==> config.mk <==
export PLATFORM = sky130hd
export DESIGN_NAME = npc_pc_unit
export DESIGN_NICKNAME = d
export VERILOG_FILES = /design/src/rtl/npc_pc_unit.sv
export SDC_FILE = /design/constraint.sdc
export NUM_CORES = 1
export LEC_CHECK = 0
export ABC_AREA = 0
export BUFFER_PORTS_ARGS = -buffer_cell sky130_fd_sc_hd__buf_2
export CAP_MARGIN = 0
export CELL_PAD_IN_SITES_DETAIL_PLACEMENT = 1
export CELL_PAD_IN_SITES_GLOBAL_PLACEMENT = 2
export CORE_MARGIN = 2
export CORE_UTILIZATION = 28
export DETAILED_ROUTE_END_ITERATION = 10
export MAX_ROUTING_LAYER = met4
export PLACE_DENSITY_LB_ADDON = 0.1
export SLEW_MARGIN = 25
export SYNTH_ARGS = -nofsm -noshare
export SYNTH_HDL_FRONTEND = slang
export SYNTH_SLANG_ARGS = --single-unit
==> constraint.sdc <==
create_clock -name clk -period 5.4 [get_ports clk]
set_clock_uncertainty 0.1 [all_clocks]
set_input_delay 0.54 -clock clk [delete_from_list [all_inputs] [get_ports clk]]
set_output_delay 0.54 -clock clk [all_outputs]
set_load 0.01 [all_outputs]
==> src/rtl/npc_pc_unit.sv <==
// npc_pc_unit: fetch PC register and ID-stage next-PC selection (branch/jump/jr, one delay slot).
// Optional exception entry/return path is enabled by defining NPC_EXC_EN.
module npc_pc_unit #(
  parameter logic [31:0] PC_RESET = 32'h0000_3000
`ifdef NPC_EXC_EN
  , parameter logic [31:0] EXC_VEC = 32'h0000_4180
`endif
) (
  input  logic        clk,
  input  logic        reset,
  input  logic        stall,
  input  logic [31:0] pc_d,
  input  logic [2:0]  br_op,
  input  logic [1:0]  j_op,
  input  logic [31:0] rs_val,
  input  logic [31:0] rt_val,
  input  logic [15:0] imm16,
  input  logic [25:0] instr_index,
`ifdef NPC_EXC_EN
  input  logic        exc_req,
  input  logic        eret,
  input  logic [31:0] epc,
`endif
  output logic [31:0] pc_f,
  output logic [31:0] pc8_d,
  output logic        redirect,
  output logic        adel_f,
  output logic [31:0] redirect_cnt
);
  logic [31:0] fpc_q, fpc_d, cnt_q, cnt_d, br_tgt, j_tgt, jr_tgt, flow_nxt;
  logic        adel_q, adel_d, eq, neg, zero, cond, is_j, is_jr, mis;
  always_comb begin
    eq       = rs_val == rt_val;
    neg      = rs_val[31];
    zero     = rs_val == 32'd0;
    cond     = br_op == 3'd1 ? eq :
               br_op == 3'd2 ? !eq :
               br_op == 3'd3 ? !neg :
               br_op == 3'd4 ? !neg && !zero :
               br_op == 3'd5 ? neg || zero :
               br_op == 3'd6 ? neg : 1'b0;
    is_j     = j_op == 2'b01;
    is_jr    = j_op == 2'b10;
    mis      = is_jr && |rs_val[1:0];
    br_tgt   = pc_d + 32'd4 + {{14{imm16[15]}}, imm16, 2'b00};
    j_tgt    = {pc_d[31:28], instr_index, 2'b00};
    jr_tgt   = {rs_val[31:2], 2'b00};
    flow_nxt = is_j ? j_tgt : is_jr ? jr_tgt : cond ? br_tgt : fpc_q + 32'd4;
    redirect = is_j || is_jr || cond;
    pc8_d    = pc_d + 32'd8;
`ifdef NPC_EXC_EN
    // exception entry and return bypass the stall freeze
    fpc_d    = exc_req ? EXC_VEC : eret ? epc : stall ? fpc_q : mis ? EXC_VEC : flow_nxt;
    adel_d   = (exc_req || eret) ? 1'b0 : stall ? adel_q : mis;
    cnt_d    = (exc_req || eret || stall) ? cnt_q : cnt_q + {31'd0, redirect};
`else
    fpc_d    = stall ? fpc_q : flow_nxt;
    adel_d   = stall ? adel_q : mis;
    cnt_d    = stall ? cnt_q : cnt_q + {31'd0, redirect};
`endif
  end
  always_ff @(posedge clk) begin
    if (reset) begin
      fpc_q  <= PC_RESET;
      adel_q <= 1'b0;
      cnt_q  <= 32'd0;
    end else begin
      fpc_q  <= fpc_d;
      adel_q <= adel_d;
      cnt_q  <= cnt_d;
    end
  end
  assign pc_f         = fpc_q;
  assign adel_f       = adel_q;
  assign redirect_cnt = cnt_q;
endmodule
* Yosys cells after proc, flatten, opt, wreduce, memory -nomap -nowiden
Index checks and enable logic that the tools add are counted.
Cells by class: $add $sub $neg 5, multiplexer cells 9, reduce and logical (&&, ||, !) cells 10, equal/unequal tests 9
Operators with widths (count):
- $mux 32 | 3
- $add 32x3->32 const B | 2
- $add 32x1->32 | 1
- $add 32x32->32 | 1
- $add 32x4->32 const B | 1
- $eq 32x32->1 | 1
- $logic_not 32->1 | 1
- $eq 3x3->1 const B | 3
- $eq 3x2->1 const B | 2
- $mux 1 | 6
- $eq 3x1->1 const B | 1
- $logic_not 1->1 | 3
- $logic_or 1x1->1 | 3
- $eq 2x1->1 const B | 1
- $eq 2x2->1 const B | 1
- $logic_and 1x1->1 | 2
- $reduce_or 2->1 | 1
Storage, ports and cells: output and inout port bits 98, bits in registers 65

* Depth between registers and ports, before layout
depth in word-level cells 10, depth in mapped cells 16, depth with buffers taken out 14

* Worst setup path after synthesis
OpenSTA, ideal clock, no wires.
path kind input to register, start point input port rs_val[14], end point register cnt_q[25], in the netlist redirect_cnt[25], arrival 3.983 ns, library setup time 0.128 ns, slack 1.189 ns, stages 15, path buffers 2, path through nor4_1 -> nand4_1 -> or4_1 -> a32oi_1 -> or3b_1 -> buf_6 -> buf_8 -> nand2_1 -> ha_1 -> and4_1 -> nand4_1 -> nor4_1 -> nand3_1 -> xor2_1 -> nor2_1
On the way: longest elaborated chain between the ends 9
RTL lines:
- start: declaration | RTL line 15 | input logic [31:0] rs_val,
- $logic_not 32->1 | RTL line 35 | zero = rs_val == 32'd0;
- $logic_or 1x1->1 / $logic_not 1->1 (equally long branches) | RTL line 40, 39
- $mux 1 / $logic_and 1x1->1 (equally long branches) | RTL line 40, 39
- $mux 1 | RTL line 39 | br_op == 3'd4 ? !neg && !zero :
- $mux 1 | RTL line 38 | br_op == 3'd3 ? !neg :
- $mux 1 | RTL line 37 | br_op == 3'd2 ? !eq :
- $mux 1 * | RTL line 36 | cond = br_op == 3'd1 ? eq :
- $logic_or 1x1->1 * | RTL line 49 | redirect = is_j || is_jr || cond;
- via redirect | RTL line 26 | output logic redirect,
- $add 32x1->32 * | RTL line 59 | cnt_d = stall ? cnt_q : cnt_q + {31'd0, redirect};
- end signal: assignment | RTL line 70 | cnt_q <= cnt_d;
- end: declaration | RTL line 30 | logic [31:0] fpc_q, fpc_d, cnt_q, cnt_d, br_tgt, j_tgt, jr_tgt, flow_nxt;
The timed path passes the listed nets; every way through them passes the cells marked *. A chain may end at the register's enable or synchronous reset.

* Worst setup path in the final report
start point input port rs_val[6], end point register cnt_q[30], in the netlist redirect_cnt[30]
On the way: longest elaborated chain between the ends 9
RTL lines (RTL line):
- $logic_not 32->1 | 35
- $logic_or 1x1->1 / $logic_not 1->1 (equally long branches) | 40, 39
- $mux 1 / $logic_and 1x1->1 (equally long branches) | 40, 39
- $mux 1 | 39
- $mux 1 | 38
- $mux 1 | 37
- $mux 1 * | 36
- $logic_or 1x1->1 * | 49
- $add 32x1->32 * | 59
Mark *: on every way between the ends. The rest lies on a longest branch, timed or not.

==> metrics <==
Pwr per Cell Area 213 nW/µm²; Slowest cell on crit path nor4_1; crit path max fanout 5; CTS root buf clkbuf_16; Seq. cell area 1300 µm²; post-synth top area cell dfxtp_1; DRC violations left 0; post-CTS setup buffer count 0; Syn Area/Cell 7.77 µm²; sequential area share after synthesis 19.6%; routed len/inst 19.0 µm; Critical Path AT 4430 ps; max_slew headroom 29.3%; CTS H-tree depth 3; worst-skew pair later-pin latency 340 ps; DR vias 7211; initial detailed-routing violation count 395; CP Launch Type primary input; synth top area cells dfxtp_1, ha_1, xor2_1; CP required 5510 ps; Layout area overhead 27.6%; final period utilization 79.9%; core area 23300 µm²; CP Class in2reg; antenna violations before repair 2; RSZ-0062 raised after global routing false; die outline height 158 µm; CP max stage delay 720 ps; clk sinks 65; Post-Syn Area 6630 µm²; All-Layer GR Usage 21.9%; Min-Delay Path Class in2reg; top-area cell type share of the netlist area 19.6%; Overall Power 1.81 mW; Max Fclk 232 MHz; Post-Syn Nets 1064; share of layout cells above drive strength 1 26.2%; leakage power 3.87 nW; Antenna Nets Post-Route 0; Syn Inst Count 854; status completed; YS warnings 0; largest net degree at the start of global routing 50; smallest hold slack 330 ps; final wirelength 26700 µm; IO Pins 244; vias per inst 5.12; flops & latches, synth 65; HPWL after detailed placement 22100 µm; Netlist cell types 68; most common cell after layout, fill and taps aside buf_2; Die Wd 158 µm; setup TNS 0 ps; Final #Nets 1292; Final Hold Viols 0; Max-Cap Viols 0; initial core utilization 28.4%; TritonCTS clock tree built; most frequent cells in the layout buf_2, nor2_1, xor2_1, nand2_1, dfxtp_1; final worst path period need 4310 ps; crit path cell chain buf_2 > nor4_1 > nand4_1 > or4_1 > a32oi_1 > or3b_1 > nand2_1 > ha_1 > ha_1 > and3_1 > nand4_1 > nor4_1 > nand2_1 > xor2_1 > nor2_1; die area 24900 µm²; kind of end point of the critical path flop; number of port buffers 243; Final Slew Violations 0; Multi-input gate area 5070 µm²; hold_buf cts 0; first-pass iteration count of the detailed router 6; total global routing overflow 0; Post-synth ARST share 0%; maximum root-to-sink buffer count 2; Resize count post-CTS 0; peak supply drop 0.000144 V; filler instances 2936; vias in the first global route 7349; Final Setup Violations 0; Post-synth EDFFs 0; first-pass GRT wire length 40900 µm; placer's final routability congestion estimate 0.884; row count 56; Clock transition at path regs 60 ps; Inserted Clock Buffers 9; Least-Margin Pin Slew 1050 ps; top_reg_cell synth dfxtp_1
[worst max-delay path: cells and delay by family]
kind	cells	cell delay [ps]
AOI/OAI and AO/OA	1	250
adders and majority gates	2	340
xor gates and xnor gates	1	170
and+or+nand+nor	10	2990
buffers and inverters	1	120
[metrics by stage]
stage / std cells / area (µm²) / setup WS [ps] / util [%]
3_5_place_dp: 1390 / 8160 / 674 / 35.0
5_1_grt: 1408 / 8460 / 562 / 36.3
4_1_cts: 1406 / 8460 / 1040 / 36.2
3_3_place_gp: 1390 / 8160 / 835 / 35.0
6_report: 1408 / 8460 / 1090 / 36.3
2_1_floorplan: 854 / 6630 / 1190 / -
[cell families after synthesis]
group / Yosys count / share of synthesized area [%]
multiplexers: 17 / 2.79
buffers and inverters: 61 / 4.07
XOR/XNOR: 139 / 18.4
adder cells (fa/ha/maj): 64 / 12.2
AND/OR/NAND/NOR: 318 / 23.7
flip-flops: 65 / 19.6
AO/OA/AOI/OAI: 190 / 19.3
[final timing paths]
kind	from	to	slack, ps	depth (start not counted)
worst max-delay path	rs_val[6]	redirect_cnt[30]	1090	15
worst max register to register	pc_f[2]	pc_f[30]	2480	9
worst min-delay path	instr_index[1]	pc_f[3]	330	3
worst min register to register	pc_f[1]	pc_f[1]	370	2
[flip-flops by register name (all words and copies together) (netlist names)]
signal / flops
pc_f: 32
redirect_cnt: 32
adel_f: 1
[Yosys cell counts, drive strengths merged, types with 3 or more instances]
master	instances
nor2	81
xor2	79
nand2	70
dfxtp	65
ha	63
xnor2	60
a21oi	45
nand3	44
o21ai	41
and3	25
clkbuf	23
nand4	23
nor4	23
inv	22
nor3	15
a21o	14
buf	14
mux2i	11
a222oi	10
a211oi	9
a22oi	8
nor2b	8
and4	7
nand2b	7
mux2	6
o31ai	6
a31oi	5
o211ai	5
o21a	5
or3	5
a211o	4
a221oi	4
o21bai	4
o22ai	3
o311ai	3
or2	3
[routing by layer]
metal,vias to the layer above,routed length [µm],global-route usage [%]
met4,0,412,4.76
met3,21,1230,3.70
met5,-,0,-
met2,178,12700,35.9
li1,3583,-,-
met1,3429,12400,28.4
[power breakdown]
| group | total [mW] | switching, mW | internal (mW) |
|---|---|---|---|
| Clock | 0.603 | 0.244 | 0.359 |
| Combinational | 0.659 | 0.379 | 0.280 |
| Sequential | 0.543 | 0.0384 | 0.505 |
[layout make-up]
class,count,share of cell area [%]
multi-input combinational,728,59.9
inverter,24,1.06
tap,319,4.72
clock inverter,6,0.798
antenna,2,0.0591
sequential,65,15.4
timing repair buffer,254,15.3
clock buffer,10,2.71
Power figures use the tool's default switching activity.
